`src/rtl/iob_gpio_edge.sv`:
```
// GPIO block: CPU register port, two-flop pin synchronisers, rise/fall interrupt capture.
// Define IOB_GPIO_DEBOUNCE_EN to build the per-pin debounce filter and the DEB_LIMIT register.
module iob_gpio_edge #(
  parameter int unsigned GPIO_W = 32,
  parameter int unsigned DATA_W = 32,
  parameter int unsigned ADDR_W = 4,
  parameter int unsigned DEB_W  = 8
) (
  input  logic                clk,
  input  logic                rst,
  input  logic                valid,
  input  logic [ADDR_W-1:0]   address,
  input  logic [DATA_W-1:0]   wdata,
  input  logic [DATA_W/8-1:0] wstrb,
  output logic [DATA_W-1:0]   rdata,
  output logic                ready,
  input  logic [GPIO_W-1:0]   gpio_input,
  output logic [GPIO_W-1:0]   gpio_output,
  output logic [GPIO_W-1:0]   gpio_output_enable,
  output logic                irq
);

  localparam logic [ADDR_W-1:0] A_INPUT      = ADDR_W'(0);
  localparam logic [ADDR_W-1:0] A_OUTPUT     = ADDR_W'(1);
  localparam logic [ADDR_W-1:0] A_OUT_SET    = ADDR_W'(2);
  localparam logic [ADDR_W-1:0] A_OUT_CLR    = ADDR_W'(3);
  localparam logic [ADDR_W-1:0] A_OUT_EN     = ADDR_W'(4);
  localparam logic [ADDR_W-1:0] A_RISE_EN    = ADDR_W'(5);
  localparam logic [ADDR_W-1:0] A_FALL_EN    = ADDR_W'(6);
  localparam logic [ADDR_W-1:0] A_IRQ_STATUS = ADDR_W'(7);
  localparam logic [ADDR_W-1:0] A_IRQ_MASK   = ADDR_W'(8);
  localparam logic [ADDR_W-1:0] A_DEB_LIMIT  = ADDR_W'(9);

  logic              wr;
  logic              rd;
  logic [DATA_W-1:0] bmask;
  logic [GPIO_W-1:0] gmask;
  logic [GPIO_W-1:0] wbits;

  logic [GPIO_W-1:0] out_q, oen_q, ren_q, fen_q, sts_q, msk_q;
  logic [GPIO_W-1:0] out_nxt, oen_nxt, ren_nxt, fen_nxt, sts_nxt, msk_nxt;
  logic [GPIO_W-1:0] sync_1, sync_in, filt_in, filt_d;
  logic [GPIO_W-1:0] rise, fall;
  logic [DATA_W-1:0] rd_mux;

  assign wr = valid && (wstrb != '0);
  assign rd = valid && (wstrb == '0);

  // Expand byte strobes to a per-bit write mask
  for (genvar j = 0; j < DATA_W; j++) begin : g_bmask
    assign bmask[j] = wstrb[j/8];
  end

  assign gmask = bmask[GPIO_W-1:0];
  assign wbits = wdata[GPIO_W-1:0] & gmask;

  assign gpio_output        = out_q;
  assign gpio_output_enable = oen_q;

  // Register writes and sticky edge capture; a new edge beats a same-cycle W1C
  always_comb begin
    out_nxt = out_q;
    oen_nxt = oen_q;
    ren_nxt = ren_q;
    fen_nxt = fen_q;
    sts_nxt = sts_q;
    msk_nxt = msk_q;
    rise    = filt_in & ~filt_d;
    fall    = ~filt_in & filt_d;
    if (wr) begin
      case (address)
        A_OUTPUT:     out_nxt = (out_q & ~gmask) | wbits;
        A_OUT_SET:    out_nxt = out_q | wbits;
        A_OUT_CLR:    out_nxt = out_q & ~wbits;
        A_OUT_EN:     oen_nxt = (oen_q & ~gmask) | wbits;
        A_RISE_EN:    ren_nxt = (ren_q & ~gmask) | wbits;
        A_FALL_EN:    fen_nxt = (fen_q & ~gmask) | wbits;
        A_IRQ_STATUS: sts_nxt = sts_q & ~wbits;
        A_IRQ_MASK:   msk_nxt = (msk_q & ~gmask) | wbits;
        default:      ;
      endcase
    end
    sts_nxt = sts_nxt | (rise & ren_q) | (fall & fen_q);
  end

`ifdef IOB_GPIO_DEBOUNCE_EN
  logic [DEB_W-1:0] deb_limit;
  logic [DEB_W-1:0] deb_nxt;
  logic [DEB_W-1:0] deb_cnt [GPIO_W];

  always_comb begin
    deb_nxt = deb_limit;
    if (wr && (address == A_DEB_LIMIT)) begin
      deb_nxt = (deb_limit & ~bmask[DEB_W-1:0]) | (wdata[DEB_W-1:0] & bmask[DEB_W-1:0]);
    end
  end

  // A pin's filtered level follows only after it disagrees for DEB_LIMIT+1 cycles
  always_ff @(posedge clk or posedge rst) begin
    if (rst) begin
      deb_limit <= '0;
      filt_in   <= '0;
      for (int i = 0; i < GPIO_W; i++) deb_cnt[i] <= '0;
    end else begin
      deb_limit <= deb_nxt;
      for (int i = 0; i < GPIO_W; i++) begin
        if (sync_in[i] == filt_in[i]) begin
          deb_cnt[i] <= '0;
        end else if (deb_cnt[i] == deb_limit) begin
          filt_in[i] <= sync_in[i];
          deb_cnt[i] <= '0;
        end else begin
          deb_cnt[i] <= deb_cnt[i] + DEB_W'(1);
        end
      end
    end
  end
`else
  always_ff @(posedge clk or posedge rst) begin
    if (rst) filt_in <= '0;
    else     filt_in <= sync_in;
  end
`endif

  always_comb begin
    rd_mux = '0;
    case (address)
      A_INPUT:      rd_mux = DATA_W'(filt_in);
      A_OUTPUT:     rd_mux = DATA_W'(out_q);
      A_OUT_EN:     rd_mux = DATA_W'(oen_q);
      A_RISE_EN:    rd_mux = DATA_W'(ren_q);
      A_FALL_EN:    rd_mux = DATA_W'(fen_q);
      A_IRQ_STATUS: rd_mux = DATA_W'(sts_q);
      A_IRQ_MASK:   rd_mux = DATA_W'(msk_q);
`ifdef IOB_GPIO_DEBOUNCE_EN
      A_DEB_LIMIT:  rd_mux = DATA_W'(deb_limit);
`else
      A_DEB_LIMIT:  rd_mux = DATA_W'({DEB_W{1'b0}});
`endif
      default:      rd_mux = '0;
    endcase
  end

  always_ff @(posedge clk or posedge rst) begin
    if (rst) begin
      out_q   <= '0;
      oen_q   <= '0;
      ren_q   <= '0;
      fen_q   <= '0;
      sts_q   <= '0;
      msk_q   <= '0;
      sync_1  <= '0;
      sync_in <= '0;
      filt_d  <= '0;
      ready   <= 1'b0;
      rdata   <= '0;
      irq     <= 1'b0;
    end else begin
      out_q   <= out_nxt;
      oen_q   <= oen_nxt;
      ren_q   <= ren_nxt;
      fen_q   <= fen_nxt;
      sts_q   <= sts_nxt;
      msk_q   <= msk_nxt;
      sync_1  <= gpio_input;
      sync_in <= sync_1;
      filt_d  <= filt_in;
      ready   <= valid;
      rdata   <= rd ? rd_mux : '0;
      irq     <= |(sts_nxt & msk_nxt);
    end
  end

endmodule

```
`config.mk`:
```
export PLATFORM = sky130hd
export DESIGN_NAME = iob_gpio_edge
export DESIGN_NICKNAME = d
export VERILOG_FILES = /design/src/rtl/iob_gpio_edge.sv
export SDC_FILE = /design/constraint.sdc
export NUM_CORES = 1
export LEC_CHECK = 0
export CAP_MARGIN = 20
export CORE_MARGIN = 1
export CORE_UTILIZATION = 35
export DETAILED_ROUTE_END_ITERATION = 8
export PLACE_DENSITY = 0.66
export SLEW_MARGIN = 20
export SYNTH_ARGS = -nofsm -noshare
export SYNTH_HDL_FRONTEND = slang
export SYNTH_SLANG_ARGS = --single-unit
```
`constraint.sdc`:
```
create_clock -name clk -period 23.7 [get_ports clk]
set_input_delay 4.74 -clock clk [delete_from_list [all_inputs] [get_ports clk]]
set_output_delay 4.74 -clock clk [all_outputs]
set_load 0.01 [all_outputs]
```
# Word-level counts from Yosys, hierarchy flattened
# Cells that the tools add are included.
# classes
n_eq_ne,8
muxes,7
bitwise,25
reduce_logical,11
# op_table
operator,count
bitwise AND 32 bit,13
OR 32 bit,8
case mux 32 bit (7 select lines),1
2-to-1 mux 32 bit,5
NOT 32 bit,4
case mux 32 bit (3 select lines),1
OR reduction 32 bit,1
== test 4 x 3 -> 1 bit (second input constant),4
== test 4 x 2 -> 1 bit (second input constant),2
logical NOT 4 bit,2
AND reduction 2 bit,4
== test 4 x 1 -> 1 bit (second input constant),1
== test 4 bit (second input constant),1
nonzero test 4 bit,1
nonzero test 3 bit,1
logical AND 1 bit,2
# word_totals
ff_bits,354
inputBits,75

# Longest topological paths before layout
# depth
word_depth,9
depth_mapped,8
depth_no_buf,6

# Worst setup path before layout
# OpenSTA, ideal clock, no wires.
# synth_timing
kind,input port to flip-flop
startpoint,in address[2]
endpoint,reg irq
setup_ns,0.138
t_arrival_ns,6.828
required_ns,23.562
setup_slack_ns,16.734
cell_stages,7
cell_sequence,buf_2 or4b_1 nor2_2 mux2_2 a22oi_1 nand4_1 or4_1
# synth_rtl
item,line,rtl
from (decl),12,"input logic [ADDR_W-1:0] address,"
== test 4 bit,71,case (address)
2-to-1 mux 32 bit,71,
2-to-1 mux 32 bit,70,if (wr) begin
named net msk_nxt[25],41,"logic [GPIO_W-1:0] out_nxt, oen_nxt, ren_nxt, fen_nxt, sts_nxt, msk_nxt;"
bitwise AND 32 bit,170,irq <= |(sts_nxt & msk_nxt);
OR reduction 32 bit,170,
to (signal assigned),170,
to (decl),20,output logic irq
# The timed path passes the listed nets, and every way through them passes these cells.
# A chain may end at the register's enable or synchronous reset.

# Final worst setup path
# Ends and elaborated chain as after synthesis.

==> impl_metrics.env <==
export IMPL_status="finished clean"
export IMPL_antenna_found_initial=1
export IMPL_hold_path_class="register to register"
export IMPL_worst_setup_hold_path_clk_slew_ns=0.06
export IMPL_die_width_um=199
export IMPL_slew_headroom_pct=24.5
export IMPL_crit_arrival_ns=8.25
export IMPL_fillers=3389
export IMPL_cap_violations=0
export IMPL_drt_first_iter_violations=704
export IMPL_synth_edff_count=0
export IMPL_fmax_mhz=127
export IMPL_synthFlopType="dfrtp_1"
export IMPL_layout_drive_gt1_share_pct=20.1
export IMPL_firstDrtPassIters=6
export IMPL_ys_types=35
export IMPL_worst_slack_ns=15.84
export IMPL_post_cts_buffers=0
export IMPL_postRouteAntennaNets=0
export IMPL_clkLatencyLatePin_ns=0.53
export IMPL_cts_sinks=354
export IMPL_seq_power_share_pct=45.6
export IMPL_layout_commonest_cell="dfrtp_1"
export IMPL_syn_avg_cell_area_um2=13.6
export IMPL_finClkSkew_ns=0.0137
export IMPL_ys_ff_latch=354
export IMPL_hold_start="sync_1[3]"
export IMPL_fin_crit_sh_pct=33.2
export IMPL_synthCells=1003
export IMPL_grt_usage_pct=20.4
export IMPL_synth_async_sr_flop_share_pct=100
export IMPL_dp_hpwl_um=26900
export IMPL_cp_max_fo=34
export IMPL_synthToLayoutAreaGrowth_pct=27.9
export IMPL_core_um2=37900
export IMPL_start_util_pct=35.9
export IMPL_nets=1256
export IMPL_worstSetupStartpoint="address[2]"
export IMPL_layout_common_cells="354 x dfrtp_1, 172 x clkdlybuf4s50_1, 147 x mux2_2"
export IMPL_clockBufferDepth=3
export IMPL_num_io_pins=173
export IMPL_grt_met1_usage_pct=29.4
export IMPL_pwr_share_comb_pct=12.7
export IMPL_cts_root_buf="clkbuf_16"
export IMPL_p_sw_share_pct=24.3
export IMPL_worstSetupPathType="input pin to register"
export IMPL_routabilityCongestion=0.864
export IMPL_cp_cell_sequence="clkdlybuf4s50_1 > nor4b_4 > buf_4 > nor2b_1 > mux2_2 > a22oi_1 > nand4_1 > or4_1"
export IMPL_slew_viol_final=0
export IMPL_cts_tree="yes"
export IMPL_place_ws_ns=15.31
export IMPL_tightest_slew_ns=1.12
export IMPL_yosys_warnings=0
export IMPL_grt_pass1_vias=9671
export IMPL_p_clk_share_pct=41.7
export IMPL_irDropWorstVdd_mv=0.0500
export IMPL_htreeDepth=2
export IMPL_cts_made_buffers=38
export IMPL_cts_hold_buf=0
export IMPL_cpMaxStageDelayCell="clkdlybuf4s50_1"
export IMPL_finalSetupTns_ns=0
export IMPL_critPathTopFamily="simple AND/OR/NAND/NOR gates"
export IMPL_setup_viol=0
export IMPL_io_buffers=172
export IMPL_antenna_cells=0
export IMPL_met3_usage_pct=6.01
export IMPL_grt_overflow_total=0
export IMPL_period_needed_ns=7.86
export IMPL_busiest_layer="met2"
export IMPL_routedWlPerCell_um=23.3
export IMPL_drc_errors=0
export IMPL_slowest_delay_ns=0.68
export IMPL_num_vias=9613
export IMPL_viasPerCell=5.59
export IMPL_die_h_um=199
export IMPL_required_ns=24.09
export IMPL_power_leakage_uw=0.00708
export IMPL_num_rows=71
export IMPL_synth_fp_nets=1078
export IMPL_power_internal_uw=1220
export IMPL_dieArea_um2=39700
export IMPL_timing_rr_start="filt_in[22]"
export IMPL_grtUsageMet2_pct=30.3
export IMPL_syn_area_um2=13600
export IMPL_p_sw_uw=392
export IMPL_p_per_area_nw_per_um2=92.9
export IMPL_end_kind="register"
export IMPL_hold_violations=0
export IMPL_start_kind="input pin"
export IMPL_wirelength_um=40100
export IMPL_rsz0062_at_grt="false"
export IMPL_grt_pass1_wl_um=60700
export IMPL_crit_buf_inv=2
export IMPL_grt_max_degree=140
export IMPL_cts_resized=0
export IMPL_yosysSeqAreaShare_pct=65.1
-- cell usage after synthesis (13+ instances only) --
cell,number,share of area [%]
clkbuf_1,43,1.2
a31oi_1,22,1.0
o21ai_0,66,2.4
nand3b_1,32,1.8
nand3_1,33,1.2
a22o_1,61,3.9
o211ai_1,32,1.8
nand2_1,59,1.6
a22oi_1,60,3.3
mux2_2,147,12
a222oi_1,13,0.96
dfrtp_1,354,65
-- cell type report --
class,count,area (um2),area share [%]
clock inverter,16,338,1.94
timing repair buffer,193,1900,10.9
sequential,354,8860,50.9
inverter,2,15.0,0.0862
multi-input combinational,592,4570,26.2
tap,511,639,3.67
clock buffer,51,1100,6.32
-- power by group through the flow --
stage                     sequential, uW  clock [uW]  combinational [uW]
after global placement               745           0                 202
final                                737         674                 206
after CTS                            737         687                 207
after floorplan                      734           0                 103
after detailed placement             747           0                 206
after global routing                 745         708                 225
-- path summary, 6_finish.rpt --
check | depth (start not counted) | slack, ns | to
max | 8 | 15.84 | irq
min | 0 | 0.34 | sync_in[3]
max reg2reg | 5 | 21.94 | irq
min reg2reg | 0 | 0.34 | sync_in[3]
max in group asynchronous | 3 | 17.34 | sync_1[19]
min in group asynchronous | 2 | 4.81 | sync_1[5]
-- layer usage --
metal / vias up / part of all wire (%)
met2: 435 / 44
li1: 4145 / -
met4: 0 / 1.5
met5: - / 0
met3: 52 / 9.8
met1: 4981 / 44
-- stage by stage --
| stage | utilization, % | total power (uW) | instance area, um2 | hold WS (ns) | instances |
|---|---|---|---|---|---|
| 5_1_grt | 45.9 | 1680 | 17400 | 0.343 | 1719 |
| 4_1_cts | 45.8 | 1630 | 17400 | 0.334 | 1718 |
| 3_5_place_dp | 42.0 | 953 | 16000 | 0.335 | 1651 |
| 2_1_floorplan | - | 837 | 13600 | 0.331 | 1003 |
| 3_3_place_gp | 42.0 | 947 | 16000 | 0.336 | 1651 |
| 6_report | 45.9 | 1620 | 17400 | 0.337 | 1719 |
-- cell families (layout without fill, tap and decap cells) --
group                  count (synthesis)  after routing  share of synthesized area (%)
buffers and inverters                 57            262                           1.66
DFF                                  354            354                           65.1
muxes                                147            147                           12.2
and+or+nand+nor                      169            169                           6.58
AOI/OAI and AO/OA                    276            276                           14.5
(Power assumes the default switching activity.)
